===== config.mk =====
export PLATFORM = sky130hd
export DESIGN_NAME = rgb_fade_controller_flat
export DESIGN_NICKNAME = d
export VERILOG_FILES = /design/src/rtl/rgb_fade_pkg.sv /design/src/rtl/rgb_fade_controller_if.sv /design/src/rtl/rgb_fade_controller_pwm.sv /design/src/rtl/rgb_fade_controller.sv /design/src/flat_wrapper.sv
export SDC_FILE = /design/constraint.sdc
export NUM_CORES = 1
export LEC_CHECK = 0
export BUFFER_PORTS_ARGS = -buffer_cell sky130_fd_sc_hd__buf_2
export CAP_MARGIN = 20
export CORE_MARGIN = 4
export CORE_UTILIZATION = 58
export CTS_CLUSTER_DIAMETER = 100
export DETAILED_ROUTE_END_ITERATION = 16
export MAX_ROUTING_LAYER = met4
export PLACE_DENSITY_LB_ADDON = 0.2
export SLEW_MARGIN = 20
export SYNTH_ARGS = -nofsm -noshare
export SYNTH_HDL_FRONTEND = slang
export SYNTH_SLANG_ARGS = --single-unit

===== constraint.sdc =====
create_clock -name clk -period 2.6 [get_ports clk]
set_input_delay 0.13 -clock clk [delete_from_list [all_inputs] [get_ports clk]]
set_output_delay 0.13 -clock clk [all_outputs]
set_load 0.02 [all_outputs]

===== src/rtl/rgb_fade_pkg.sv =====
// rgb_fade_pkg: shared types and constants for the RGB fade sequencer.
//   state_e      - sequencer FSM states
//   COLOUR_FIRST - first non-black colour mask
//   COLOUR_LAST  - last colour mask before wrapping back to COLOUR_FIRST
package rgb_fade_pkg;

  typedef enum logic [2:0] {
    S_IDLE,
    S_FADE_IN,
    S_HOLD,
    S_FADE_OUT,
    S_NEXT
  } state_e;

  localparam logic [2:0] COLOUR_FIRST = 3'b001;
  localparam logic [2:0] COLOUR_LAST  = 3'b111;

  // Step through the seven non-black masks, skipping 3'b000.
  function automatic logic [2:0] colour_next(input logic [2:0] colour);
    return (colour == COLOUR_LAST) ? COLOUR_FIRST : colour + 3'd1;
  endfunction

endpackage


===== src/rtl/rgb_fade_controller_if.sv =====
// rgb_fade_controller_if: control/status bundle of the RGB fade sequencer.
//   i_ena  - enable level (0 forces idle)
//   i_next - one-cycle request to advance early to the next colour
//   o_rgb  - registered LED drive, bit set = channel on
//   o_leds - [0] holding at full duty, [1] fading in or out
//   o_busy - sequencer not idle
// master: the button front end side; slave: the sequencer.
interface rgb_fade_controller_if;
  logic       i_ena;
  logic       i_next;
  logic [2:0] o_rgb;
  logic [1:0] o_leds;
  logic       o_busy;

  modport master (output i_ena, output i_next, input o_rgb, input o_leds, input o_busy);
  modport slave  (input i_ena, input i_next, output o_rgb, output o_leds, output o_busy);
endinterface


===== src/rtl/rgb_fade_controller_pwm.sv =====
// pwm: single PWM generator shared by all three colour channels.
//   clk, rst_n       - clock, asynchronous active-low reset
//   i_duty           - requested duty, sampled once per period
//   o_pwm_on         - high while counter < shadowed duty
//   o_period_start   - high while the counter sits at 0
module pwm #(
  parameter int unsigned PWM_WIDTH = 4
) (
  input  logic                 clk,
  input  logic                 rst_n,
  input  logic [PWM_WIDTH-1:0] i_duty,
  output logic                 o_pwm_on,
  output logic                 o_period_start
);

  logic [PWM_WIDTH-1:0] r_cnt;
  logic [PWM_WIDTH-1:0] r_shadow;

  // Shadow duty only changes as the counter wraps, so a period never mixes two duties.
  always_ff @(posedge clk or negedge rst_n) begin
    if (!rst_n) begin
      r_cnt    <= '0;
      r_shadow <= '0;
    end else begin
      r_cnt <= r_cnt + 1'b1;
      if (r_cnt == '1) begin
        r_shadow <= i_duty;
      end
    end
  end

  assign o_pwm_on       = (r_cnt < r_shadow);
  assign o_period_start = (r_cnt == '0);

endmodule


===== src/rtl/rgb_fade_controller.sv =====
// rgb_fade_controller: steps a colour mask through the seven non-black masks while
// ramping a shared PWM duty up, holding it, and ramping it back down.
//   clk, rst_n - clock, asynchronous active-low reset
//   bus        - slave side of rgb_fade_controller_if (ena/next in, rgb/leds/busy out)
module rgb_fade_controller
  import rgb_fade_pkg::*;
#(
  parameter int unsigned PWM_WIDTH  = 4,
  parameter int unsigned STEP_TICKS = 12_000,
  parameter int unsigned HOLD_STEPS = 64
) (
  input logic                  clk,
  input logic                  rst_n,
  rgb_fade_controller_if.slave bus
);

  localparam int unsigned PRESC_W = (STEP_TICKS > 1) ? $clog2(STEP_TICKS) : 1;
  localparam int unsigned HOLD_W  = $clog2(HOLD_STEPS + 1);

  localparam logic [PWM_WIDTH-1:0] DUTY_MAX   = '1;
  localparam logic [PRESC_W-1:0]   PRESC_LAST = PRESC_W'(STEP_TICKS - 1);
  localparam logic [HOLD_W-1:0]    HOLD_LAST  = HOLD_W'(HOLD_STEPS);

  state_e               r_state, w_state_d;
  logic [PWM_WIDTH-1:0] r_duty, w_duty_d;
  logic [PRESC_W-1:0]   r_presc, w_presc_d;
  logic [HOLD_W-1:0]    r_hold, w_hold_d;
  logic [2:0]           r_colour, w_colour_d;
  logic [2:0]           r_rgb;
  logic [1:0]           r_leds;
  logic                 r_busy;
  logic                 w_tick;
  logic                 w_pwm_on;
  logic                 w_period_start;

  always_comb begin
    w_state_d  = r_state;
    w_duty_d   = r_duty;
    w_hold_d   = r_hold;
    w_colour_d = r_colour;
    w_tick     = (r_state != S_IDLE) && (r_presc == PRESC_LAST);

    // Dropping enable wins over next and tick in the same cycle.
    if (!bus.i_ena) begin
      w_state_d = S_IDLE;
      w_duty_d  = '0;
    end else begin
      unique case (r_state)
        S_IDLE: begin
          w_state_d = S_FADE_IN;
          w_duty_d  = '0;
        end
        S_FADE_IN: begin
          if (bus.i_next) begin
            w_state_d = S_FADE_OUT;
          end else if (w_tick) begin
            if (r_duty != DUTY_MAX) w_duty_d = r_duty + 1'b1;
            if (w_duty_d == DUTY_MAX) begin
              w_state_d = S_HOLD;
              w_hold_d  = '0;
            end
          end
        end
        S_HOLD: begin
          if (bus.i_next) begin
            w_state_d = S_FADE_OUT;
          end else if (w_tick) begin
            w_hold_d = r_hold + 1'b1;
            if (w_hold_d == HOLD_LAST) w_state_d = S_FADE_OUT;
          end
        end
        S_FADE_OUT: begin
          if (w_tick) begin
            if (r_duty != '0) w_duty_d = r_duty - 1'b1;
            if (w_duty_d == '0) w_state_d = S_NEXT;
          end
        end
        S_NEXT: begin
          w_colour_d = colour_next(r_colour);
          w_state_d  = S_FADE_IN;
        end
        default: w_state_d = S_IDLE;
      endcase
    end

    // Restart the step timer on every state change so each phase lasts whole steps.
    if ((r_state == S_IDLE) || (w_state_d != r_state) || w_tick) begin
      w_presc_d = '0;
    end else begin
      w_presc_d = r_presc + 1'b1;
    end
  end

  always_ff @(posedge clk or negedge rst_n) begin
    if (!rst_n) begin
      r_state  <= S_IDLE;
      r_duty   <= '0;
      r_presc  <= '0;
      r_hold   <= '0;
      r_colour <= COLOUR_FIRST;
      r_rgb    <= '0;
      r_leds   <= '0;
      r_busy   <= 1'b0;
    end else begin
      r_state  <= w_state_d;
      r_duty   <= w_duty_d;
      r_presc  <= w_presc_d;
      r_hold   <= w_hold_d;
      r_colour <= w_colour_d;
      r_rgb    <= r_colour & {3{w_pwm_on}};
      // Status decodes the next state so it lines up with r_state.
      r_leds   <= {(w_state_d == S_FADE_IN) || (w_state_d == S_FADE_OUT),
                   (w_state_d == S_HOLD)};
      r_busy   <= (w_state_d != S_IDLE);
    end
  end

  pwm #(
    .PWM_WIDTH(PWM_WIDTH)
  ) u_pwm (
    .clk           (clk),
    .rst_n         (rst_n),
    .i_duty        (r_duty),
    .o_pwm_on      (w_pwm_on),
    .o_period_start(w_period_start)
  );

  assign bus.o_rgb  = r_rgb;
  assign bus.o_leds = r_leds;
  assign bus.o_busy = r_busy;

endmodule


===== src/flat_wrapper.sv =====
// flat-port wrapper written by rule: the top's interface ports become plain ports
module rgb_fade_controller_flat import rgb_fade_pkg::*;
#(
  parameter int unsigned PWM_WIDTH  = 4,
  parameter int unsigned STEP_TICKS = 12_000,
  parameter int unsigned HOLD_STEPS = 64
)
  (clk, rst_n, bus_i_ena, bus_i_next, bus_o_rgb, bus_o_leds, bus_o_busy);
  rgb_fade_controller_if bus_i ();
  input logic clk;
  input logic rst_n;
  input wire logic [$bits(bus_i.i_ena)-1:0] bus_i_ena;
  input wire logic [$bits(bus_i.i_next)-1:0] bus_i_next;
  output wire logic [$bits(bus_i.o_rgb)-1:0] bus_o_rgb;
  output wire logic [$bits(bus_i.o_leds)-1:0] bus_o_leds;
  output wire logic [$bits(bus_i.o_busy)-1:0] bus_o_busy;
  assign bus_i.i_ena = bus_i_ena;
  assign bus_i.i_next = bus_i_next;
  assign bus_o_rgb = bus_i.o_rgb;
  assign bus_o_leds = bus_i.o_leds;
  assign bus_o_busy = bus_i.o_busy;
  rgb_fade_controller #(.PWM_WIDTH(PWM_WIDTH), .STEP_TICKS(STEP_TICKS), .HOLD_STEPS(HOLD_STEPS)) u_core (.clk(clk), .rst_n(rst_n), .bus(bus_i));
endmodule

==> tab_implementation.tex, run 1 <==
\begin{tabular}{lr}
\hline
Metric & Value \\
\hline
\multicolumn{2}{l}{\textbf{Global routing}} \\
\quad Global-route wire length before repair & 7.80 mm \\
\quad Via count of the first global-routing pass & 1795 \\
\quad Initial antenna violation count & 0 \\
\quad Pin count of the biggest net entering global routing & 46 \\
\quad Global route total overflow & 0 \\
\quad GRT Resource Usage Total & 0.191 \\
\multicolumn{2}{l}{\textbf{Floorplan}} \\
\quad Full die area & $\sim$5400 um\^{}2 \\
\quad Starting density of the core & 0.611 \\
\quad I/O pin count & 10 \\
\quad Std-Cell Rows & 23 \\
\quad Horizontal die dimension & between 70 and 80 um \\
\quad Std-Cell Core Area & 4090 um\^{}2 \\
\quad Die Y & approximately 74 um \\
\multicolumn{2}{l}{\textbf{Worst setup path}} \\
\quad Worst R2R Start & u\_core.r\_presc[0]\$\_DFF\_PN0\_ \\
\quad CP top delay family & simple AND/OR/NAND/NOR gates \\
\quad Crit path cell chain & ha\_1 > and4\_4 > nand4\_4 > or2\_1 > or3\_4 > a21oi\_1 > nor2\_1 \\
\quad Worst endpoint required time & approximately 2.8 ns \\
\quad Slowest library cell on the worst path & sky130\_fd\_sc\_hd\_\_dfrtp\_1 \\
\quad Crit-path max FO & 8 \\
\quad Buffer and inverter count on the worst path & 0 \\
\quad Kind of start point of the critical path & register \\
\quad Cell count of the worst reg-to-reg path & 7 \\
\quad Critical Path Max Stage Delay & between 0.3 and 0.4 ns \\
\quad Setup crit end kind & register \\
\quad Worst-case register-to-register setup slack & $\sim$0.47 ns \\
\quad R2r endpoint & u\_core.r\_state[0]\$\_DFF\_PN0\_ \\
\quad Kind of critical path & register to register \\
\quad Arrival time reported for the critical path endpoint & between 2 and 2.5 ns \\
\multicolumn{2}{l}{\textbf{Synth}} \\
\quad Post-synthesis average cell area & $\sim$9.8 um\^{}2 \\
\quad Post-synthesis cell count & $\sim$260 \\
\quad Post-synthesis async set-or-reset flop share & 1.00 \\
\quad Synth Net Count & 269 \\
\quad Number of synthesized register bits & 45 \\
\quad Total of warnings raised by yosys & 0 \\
\quad Number of synthesized flops with an enable pin & 0 \\
\quad Top cell type by total area after synthesis & sky130\_fd\_sc\_hd\_\_dfrtp\_1 \\
\quad Distinct cell type count of the synthesized netlist & between 60 and 70 \\
\quad Ranking of synthesized cells by area & sky130\_fd\_sc\_hd\_\_dfrtp\_1 (44\%), sky130\_fd\_sc\_hd\_\_ha\_1 (5.0\%), sky130\_fd\_sc\_hd\_\_o21ai\_0 (4.0\%) \\
\quad Part of the Yosys area used for sequential elements & 0.452 \\
\quad Share of the synthesized area in the top cell type & 0.441 \\
\quad Most used DFF post-synth & sky130\_fd\_sc\_hd\_\_dfrtp\_1 \\
\quad Post-Synthesis Cell Area & between 2000 and 2500 um\^{}2 \\
\multicolumn{2}{l}{\textbf{Clock network}} \\
\quad Clock transition time at the flip-flop clock pins of the worst setup and hold paths & approximately 0.080 ns \\
\quad TritonCTS Buffers & 5 \\
\quad Worst skew pair latency & about 0.30 ns \\
\quad Setup repair bufs after CTS & 0 \\
\quad TritonCTS clock tree & done \\
\quad Max clock buf depth & 2 \\
\quad Post\_cts resized & 0 \\
\quad Number of sinks handled by clock tree synthesis & 45 \\
\quad Maximum level of the CTS H-tree & 2 \\
\quad Clk root buf & sky130\_fd\_sc\_hd\_\_clkbuf\_8 \\
\quad Total of hold buffers inserted after clock tree synthesis & 0 \\
\multicolumn{2}{l}{\textbf{STA}} \\
\quad Final hold viol count & between 40 and 50 \\
\quad Relative max-transition margin & 0.359 \\
\quad Number of pins with negative max-slew slack in the final report & 0 \\
\quad Tightest hold margin & -0.0207 ns \\
\quad RSZ-0062 raised after global routing & false \\
\quad Achievable Freq & 470 MHz \\
\quad Worst clock skew & around 0.0064 ns \\
\quad Worst-margin pin slew & $\sim$0.96 ns \\
\quad Count of endpoints failing setup in the final report & 0 \\
\quad Period utilisation layout & 0.818 \\
\quad Setup TNS & 0 ns \\
\quad Final min period & 2.13 ns \\
\multicolumn{2}{l}{\textbf{Place}} \\
\quad Hpwl dp & around 3.1 mm \\
\quad Routability congestion estimate & 0.887 \\
\quad Number of buffers inserted by port buffering & 9 \\
\multicolumn{2}{l}{\textbf{Drt}} \\
\quad Total wire length & roughly 4.4 mm \\
\quad Routed length per instance & 14.0 um \\
\quad Remaining antenna violation count after routing & 0 \\
\quad Via count & 1864 \\
\quad TritonRoute pass-1 iters & 4 \\
\quad Post-detailed-route via-to-cell ratio & 5.90 \\
\quad DR iter-0 viols & 90 \\
\quad Residual DRC & 0 \\
\multicolumn{2}{l}{\textbf{Power and ir drop}} \\
\quad Switching part of the total power & 0.251 \\
\quad Total Power & roughly 1.3 mW \\
\quad Relative contribution of sequential cells to total power & 0.548 \\
\quad Power density over the cells & around 500 nW/um\^{}2 \\
\quad Cell-internal power & $\sim$1 mW \\
\quad Fraction of power consumed by combinational cells & 0.103 \\
\quad P\_sw & 0.335 mW \\
\quad Worst voltage drop across the vdd grid & between 0.0003 and 0.0004 V \\
\quad Standby leakage power & $\sim$1.2 nW \\
\quad Clock power share & 0.349 \\
\multicolumn{2}{l}{\textbf{Layout}} \\
\quad Fillcell total & approximately 340 \\
\quad Number of nets at the end of the flow & 279 \\
\quad Fraction of layout instances using a drive strength above 1 & 0.147 \\
\quad Final Util & 0.652 \\
\quad Layout area overhead & 6.77\% \\
\quad Antenna diodes & 0 \\
\multicolumn{2}{l}{\textbf{Min path}} \\
\quad Min-Delay Path Class & input pin to asynchronous set/reset pin \\
\multicolumn{2}{l}{\textbf{Outcome}} \\
\quad Status & complete, but fails checks \\
\quad Failing checks & negative hold slack \\
\multicolumn{2}{l}{\textbf{Job}} \\
\quad Number of maximum-capacitance violations & 0 \\
\hline
\end{tabular}
-- worst max-delay path by stage --
stage / cells past startpoint / start / end / slack [ns]
after floorplan: 7 / u_core.r_presc[0]$_DFF_PN0_ / u_core.bus.o_leds[1]$_DFF_PN0_ / 0.66
after global placement: 7 / u_core.r_presc[0]$_DFF_PN0_ / u_core.bus.o_leds[1]$_DFF_PN0_ / 0.46
after detailed placement: 7 / u_core.r_presc[0]$_DFF_PN0_ / u_core.r_state[0]$_DFF_PN0_ / 0.50
after CTS: 7 / u_core.r_presc[0]$_DFF_PN0_ / u_core.r_state[0]$_DFF_PN0_ / 0.48
after global routing: 7 / u_core.r_duty[0]$_DFFE_PN0P_ / u_core.r_hold[3]$_DFFE_PN0P_ / 0.28
final: 7 / u_core.r_presc[0]$_DFF_PN0_ / u_core.r_state[0]$_DFF_PN0_ / 0.47
-- layout make-up --
cell class	count	area [um^2]	share of cell area
inverter	11	41.3	0.0155
tap	50	62.6	0.0235
multi-input combinational	192	1280	0.480
timing repair buffer	10	52.6	0.0197
clock buffer	7	96.3	0.0362
sequential	45	1130	0.423
clock inverter	1	5.00	0.00188
-- per-layer routing --
metal	share of wire	wire length (um)	track usage	up-vias
met4	0.013	57	0.0624	0
li1	-	-	-	936
met2	0.47	2080	0.299	42
met3	0.043	189	0.0465	5
met1	0.47	2090	0.242	881
met5	0	0	-	-
-- layout by cell type (no fill, tap or decap), drive strengths merged, types with 5 or more instances in the layout --
cell	netlist	layout
and3	9	9
inv	11	11
nor2	23	23
buf	5	10
xor2	11	11
and2	6	6
clkbuf	2	7
ha	10	10
nand3	17	17
nand2	20	20
xnor2	6	6
nand2b	5	5
a21oi	7	7
o21ai	21	21
dfrtp	44	44
-- cell families (layout without fill, tap and decap cells) --
family	after synthesis	in the layout	share of synthesized area
compound gates	55	55	0.145
xor+xnor	17	17	0.0597
fa+ha+maj	10	10	0.0502
buf+inv	18	29	0.0356
flops	45	45	0.452
mux	3	3	0.0135
simple gates	107	107	0.244
-- power by group through the flow --
stage	registers, mW	logic [mW]	clock network [mW]
floorplan	0.741	0.104	0
global placement	0.747	0.136	0
detailed placement	0.747	0.138	0
CTS	0.733	0.139	0.481
global route	0.736	0.156	0.515
finish	0.734	0.137	0.467
-- Yosys cell counts, types with 3 or more instances --
| cell | n |
|---|---|
| sky130_fd_sc_hd__and2_1 | 5 |
| sky130_fd_sc_hd__mux2_2 | 3 |
| sky130_fd_sc_hd__nor4_1 | 4 |
| sky130_fd_sc_hd__a21oi_1 | 6 |
| sky130_fd_sc_hd__ha_1 | 10 |
| sky130_fd_sc_hd__nor2b_1 | 4 |
| sky130_fd_sc_hd__o21ai_0 | 20 |
| sky130_fd_sc_hd__nand2_1 | 19 |
| sky130_fd_sc_hd__nand2b_1 | 5 |
| sky130_fd_sc_hd__xor2_1 | 11 |
| sky130_fd_sc_hd__xnor2_1 | 6 |
| sky130_fd_sc_hd__dfrtp_1 | 44 |
| sky130_fd_sc_hd__o22ai_1 | 3 |
| sky130_fd_sc_hd__nor2_1 | 23 |
| sky130_fd_sc_hd__nor3_1 | 4 |
| sky130_fd_sc_hd__nand3_1 | 17 |
| sky130_fd_sc_hd__a21boi_0 | 3 |
| sky130_fd_sc_hd__and3_1 | 7 |
| sky130_fd_sc_hd__o31ai_1 | 3 |
| sky130_fd_sc_hd__inv_1 | 10 |
-- worst reg2reg max path, cell delays in order, from the launching register on --
cell and delay (ns):
sky130_fd_sc_hd__dfrtp_1 0.39, sky130_fd_sc_hd__ha_1 0.21, sky130_fd_sc_hd__and4_4 0.27, sky130_fd_sc_hd__nand4_4 0.18
sky130_fd_sc_hd__or2_1 0.31, sky130_fd_sc_hd__or3_4 0.39, sky130_fd_sc_hd__a21oi_1 0.21, sky130_fd_sc_hd__nor2_1 0.06
-- through the flow --
step                      instance area [um^2]  std cells  setup slack [ns]  hold WS (ns)
after floorplan                           2490        255             0.658        -0.166
after global placement                    2560        308             0.458         0.335
after detailed placement                  2560        308             0.496         0.338
after CTS                                 2660        316             0.484        0.0129
after global routing                      2660        316             0.284        0.0573
final                                     2660        316             0.473       -0.0207
-- flip-flops by register name (all words and copies together), names as in the netlist --
register and flops:
u_core.u_pwm.r_cnt 4, u_core.r_presc 14, u_core.bus.o_busy 1, u_core.bus.o_rgb 3, u_core.r_state 3, u_core.r_duty 4, u_core.r_colour 3, u_core.bus.o_leds 2
u_core.r_hold 7, u_core.u_pwm.r_shadow 4
Note: power is estimated with default switching activity, not from simulation.
==> inputs of run 2 (changes only) <==
clock period = 2.1 ns   (was 2.6 ns; I/O delays follow)
==> run 2 against run 1 <==
- the flow now finishes without violations
- count of clock-buffer cells in the layout decreased by 1
- flip-flop and latch count is the same
- register-to-register slack got worse by 0.35 ns
- largest cell class unchanged
==> tab_implementation.tex, run 2 (same netlist as run 1, synthesis figures left out) <==
\begin{tabular}{lr}
\hline
Metric & Value \\
\hline
\multicolumn{2}{l}{\textbf{Clock network}} \\
\quad Max clock buf depth & 2 (unchanged) \\
\quad TritonCTS clock tree & done \\
\quad Maximum level of the CTS H-tree & 2 (unchanged) \\
\quad Number of sinks handled by clock tree synthesis & 45 (unchanged) \\
\quad Worst skew pair latency & 0.30 ns (about the same) \\
\quad Clock transition time at the flip-flop clock pins of the worst setup and hold paths & 0.08 ns (about the same) \\
\quad Clk root buf & sky130\_fd\_sc\_hd\_\_clkbuf\_8 \\
\quad TritonCTS Buffers & 5 (unchanged) \\
\multicolumn{2}{l}{\textbf{Power and ir drop}} \\
\quad Total Power & 1.78 mW (+33\%) \\
\quad Worst voltage drop across the vdd grid & 0.000345 V (-11\%) \\
\quad Standby leakage power & 1.32 nW (+7.0\%) \\
\quad Power density over the cells & 627 nW/um\^{}2 (+25\%) \\
\multicolumn{2}{l}{\textbf{Outcome}} \\
\quad Status & finished clean \\
\multicolumn{2}{l}{\textbf{Drt}} \\
\quad DR iter-0 viols & 204 (+130\%) \\
\quad Post-detailed-route via-to-cell ratio & 5.80 (-1.6\%) \\
\quad TritonRoute pass-1 iters & 4 (unchanged) \\
\quad Remaining antenna violation count after routing & 0 (unchanged) \\
\quad Residual DRC & 0 (unchanged) \\
\quad Via count & 1938 (+4.0\%) \\
\quad Routed length per instance & 13.8 um (-1.6\%) \\
\quad Total wire length & 4.60 mm (+4.0\%) \\
\multicolumn{2}{l}{\textbf{Layout}} \\
\quad Antenna diodes & 0 (unchanged) \\
\quad Fillcell total & 335 (-1.2\%) \\
\quad Number of nets at the end of the flow & 297 (+6.5\%) \\
\quad Register bank with the most flops & u\_core.r\_presc \\
\quad Area taken by flip-flops and latches & 1130 um\^{}2 (+0.11\%) \\
\quad Area occupied by multi-input gates & 1290 um\^{}2 (+1.2\%) \\
\quad Most used cells in the layout excluding fill and tap cells & sky130\_fd\_sc\_hd\_\_dfrtp\_1 (43), sky130\_fd\_sc\_hd\_\_nor2\_1 (23), sky130\_fd\_sc\_hd\_\_o21ai\_0 (19) \\
\quad Fraction of layout instances using a drive strength above 1 & 0.215 (+0.0682) \\
\quad Layout area overhead & 13.7\% \\
\quad Largest registers & u\_core.r\_presc (14), u\_core.r\_hold (7) \\
\quad Most common library cell in the layout ignoring fill and taps & sky130\_fd\_sc\_hd\_\_dfrtp\_1 \\
\quad Number of standard cells in the final layout excluding fillers & 334 (+5.7\%) \\
\quad Flip-flop count of the largest register after layout & 14 (unchanged) \\
\multicolumn{2}{l}{\textbf{Worst setup path}} \\
\quad Crit path cell chain & ha\_2 > and4\_4 > nand4\_4 > or2\_1 > or3\_4 > a21oi\_2 > nor2\_1 \\
\quad Kind of start point of the critical path & register \\
\quad Slowest library cell on the worst path & sky130\_fd\_sc\_hd\_\_dfrtp\_1 \\
\quad Setup crit end kind & register \\
\quad Buffer and inverter count on the worst path & 0 (unchanged) \\
\quad Kind of critical path & register to register \\
\quad Worst endpoint required time & 2.29 ns (-0.50 ns) \\
\quad CP top delay family & simple AND/OR/NAND/NOR gates \\
\quad Arrival time reported for the critical path endpoint & 2.17 ns (-0.14 ns) \\
\quad Critical Path Max Stage Delay & 0.39 ns (about the same) \\
\quad Crit-path max FO & 4 (-4) \\
\multicolumn{2}{l}{\textbf{Global routing}} \\
\quad GRT Resource Usage Total & 0.203 (+0.0120) \\
\quad Pin count of the biggest net entering global routing & 37 (-20\%) \\
\quad Via count of the first global-routing pass & 1840 (+2.5\%) \\
\quad Global route total overflow & 0 (unchanged) \\
\quad Global-route wire length before repair & 8.32 mm (+6.7\%) \\
\quad Initial antenna violation count & 0 (unchanged) \\
\multicolumn{2}{l}{\textbf{STA}} \\
\quad RSZ-0062 raised after global routing & true \\
\quad Achievable Freq & 505 MHz (+7.4\%) \\
\quad Period utilisation layout & 0.943 (+0.125) \\
\quad Final min period & 1.98 ns (-0.147 ns) \\
\quad Worst-margin pin slew & 0.776 ns (-0.185 ns) \\
\quad Number of pins with negative max-slew slack in the final report & 0 (unchanged) \\
\quad Final hold viol count & 0 (-100\%) \\
\quad Relative max-transition margin & 0.482 (+0.124) \\
\quad Worst clock skew & 0.00778 ns (+0.00137 ns) \\
\quad Count of endpoints failing setup in the final report & 0 (unchanged) \\
\multicolumn{2}{l}{\textbf{Place}} \\
\quad Hpwl dp & 3.35 mm (+8.0\%) \\
\quad Routability congestion estimate & 0.871 (-1.8\%) \\
\quad Number of buffers inserted by port buffering & 9 (unchanged) \\
\quad Placed Cells incl. Taps & 324 (+5.2\%) \\
\multicolumn{2}{l}{\textbf{Min path}} \\
\quad Min-Delay Path Class & input pin to register \\
\multicolumn{2}{l}{\textbf{Floorplan}} \\
\quad Die Y & 73.6 um (unchanged) \\
\quad Full die area & 5410 um\^{}2 (unchanged) \\
\quad Std-Cell Core Area & 4090 um\^{}2 (unchanged) \\
\quad Std-Cell Rows & 23 (unchanged) \\
\quad Starting density of the core & 0.611 (unchanged) \\
\quad I/O pin count & 10 (unchanged) \\
\quad Horizontal die dimension & 73.6 um (unchanged) \\
\multicolumn{2}{l}{\textbf{Job}} \\
\quad Number of maximum-capacitance violations & 0 (unchanged) \\
\hline
\end{tabular}
-- run 2: path summary, 6_finish.rpt --
kind	slack [ns]	from	depth (start not counted)	endpoint
setup / recovery	0.12	u_core.r_presc[0]$_DFF_PN0_	7	u_core.r_state[0]$_DFF_PN0_
hold / removal	0.12	bus_i_ena	2	u_core.r_duty[3]$_DFFE_PN0P_
setup reg to reg	0.12	u_core.r_presc[0]$_DFF_PN0_	7	u_core.r_state[0]$_DFF_PN0_
hold reg to reg	0.47	u_core.u_pwm.r_cnt[0]$_DFF_PN0_	1	u_core.u_pwm.r_cnt[0]$_DFF_PN0_
max in group asynchronous	1.05	rst_n	3	u_core.r_presc[3]$_DFF_PN0_
min in group asynchronous	0.42	rst_n	2	u_core.u_pwm.r_cnt[2]$_DFF_PN0_
-- run 2: worst reg2reg max path: cells and delay by family (launching register included) --
family / cells / cell delay (ns)
adders and majority gates: 1 / 0.22
DFF: 1 / 0.39
and+or+nand+nor: 5 / 1.12
AOI/OAI and AO/OA: 1 / 0.16
-- run 2: routing by layer --
layer,part of all wire,GRT usage,wire (um)
met1,0.44,0.267,2050
met3,0.046,0.0424,212
met5,0,-,0
met4,0.016,0.0684,74
met2,0.49,0.312,2270
-- run 2: power by group --
part           internal (mW)  switching [mW]  total, mW
Combinational         0.0832           0.120      0.203
Sequential             0.885          0.0191      0.904
Clock                  0.387           0.284      0.670
-- run 2: cell type report --
type                            instances  share of cell area
Multi-Input combinational cell        192               0.456
Sequential cell                        45               0.398
Timing Repair Buffer                   28              0.0670
Clock buffer                            6              0.0291
Tap cell                               50              0.0221
Inverter                               11              0.0146
Clock inverter                          2              0.0132
-- run 2: timing repair --
item | CTS | global route
setup endpoints to repair | 0 | 13
resized for setup | 0 | 7
endpoints found under the hold margin | 34 | 0
hold buffers | 1 | 0
buffers inserted | 0 | 1
-- run 2: per-stage QoR --
step | worst slack, ns | cell area [um^2] | setup TNS (ns) | util | hold slack [ns]
2_1_floorplan | 0.158 | 2490 | 0 | - | -0.191
3_3_place_gp | 0.127 | 2680 | 0 | 0.656 | 0.229
3_5_place_dp | 0.0531 | 2680 | 0 | 0.656 | 0.237
4_1_cts | 0.0477 | 2810 | 0 | 0.688 | 0.109
5_1_grt | -0.00181 | 2840 | -0.00244 | 0.694 | 0.120
6_report | 0.121 | 2840 | 0 | 0.694 | 0.116
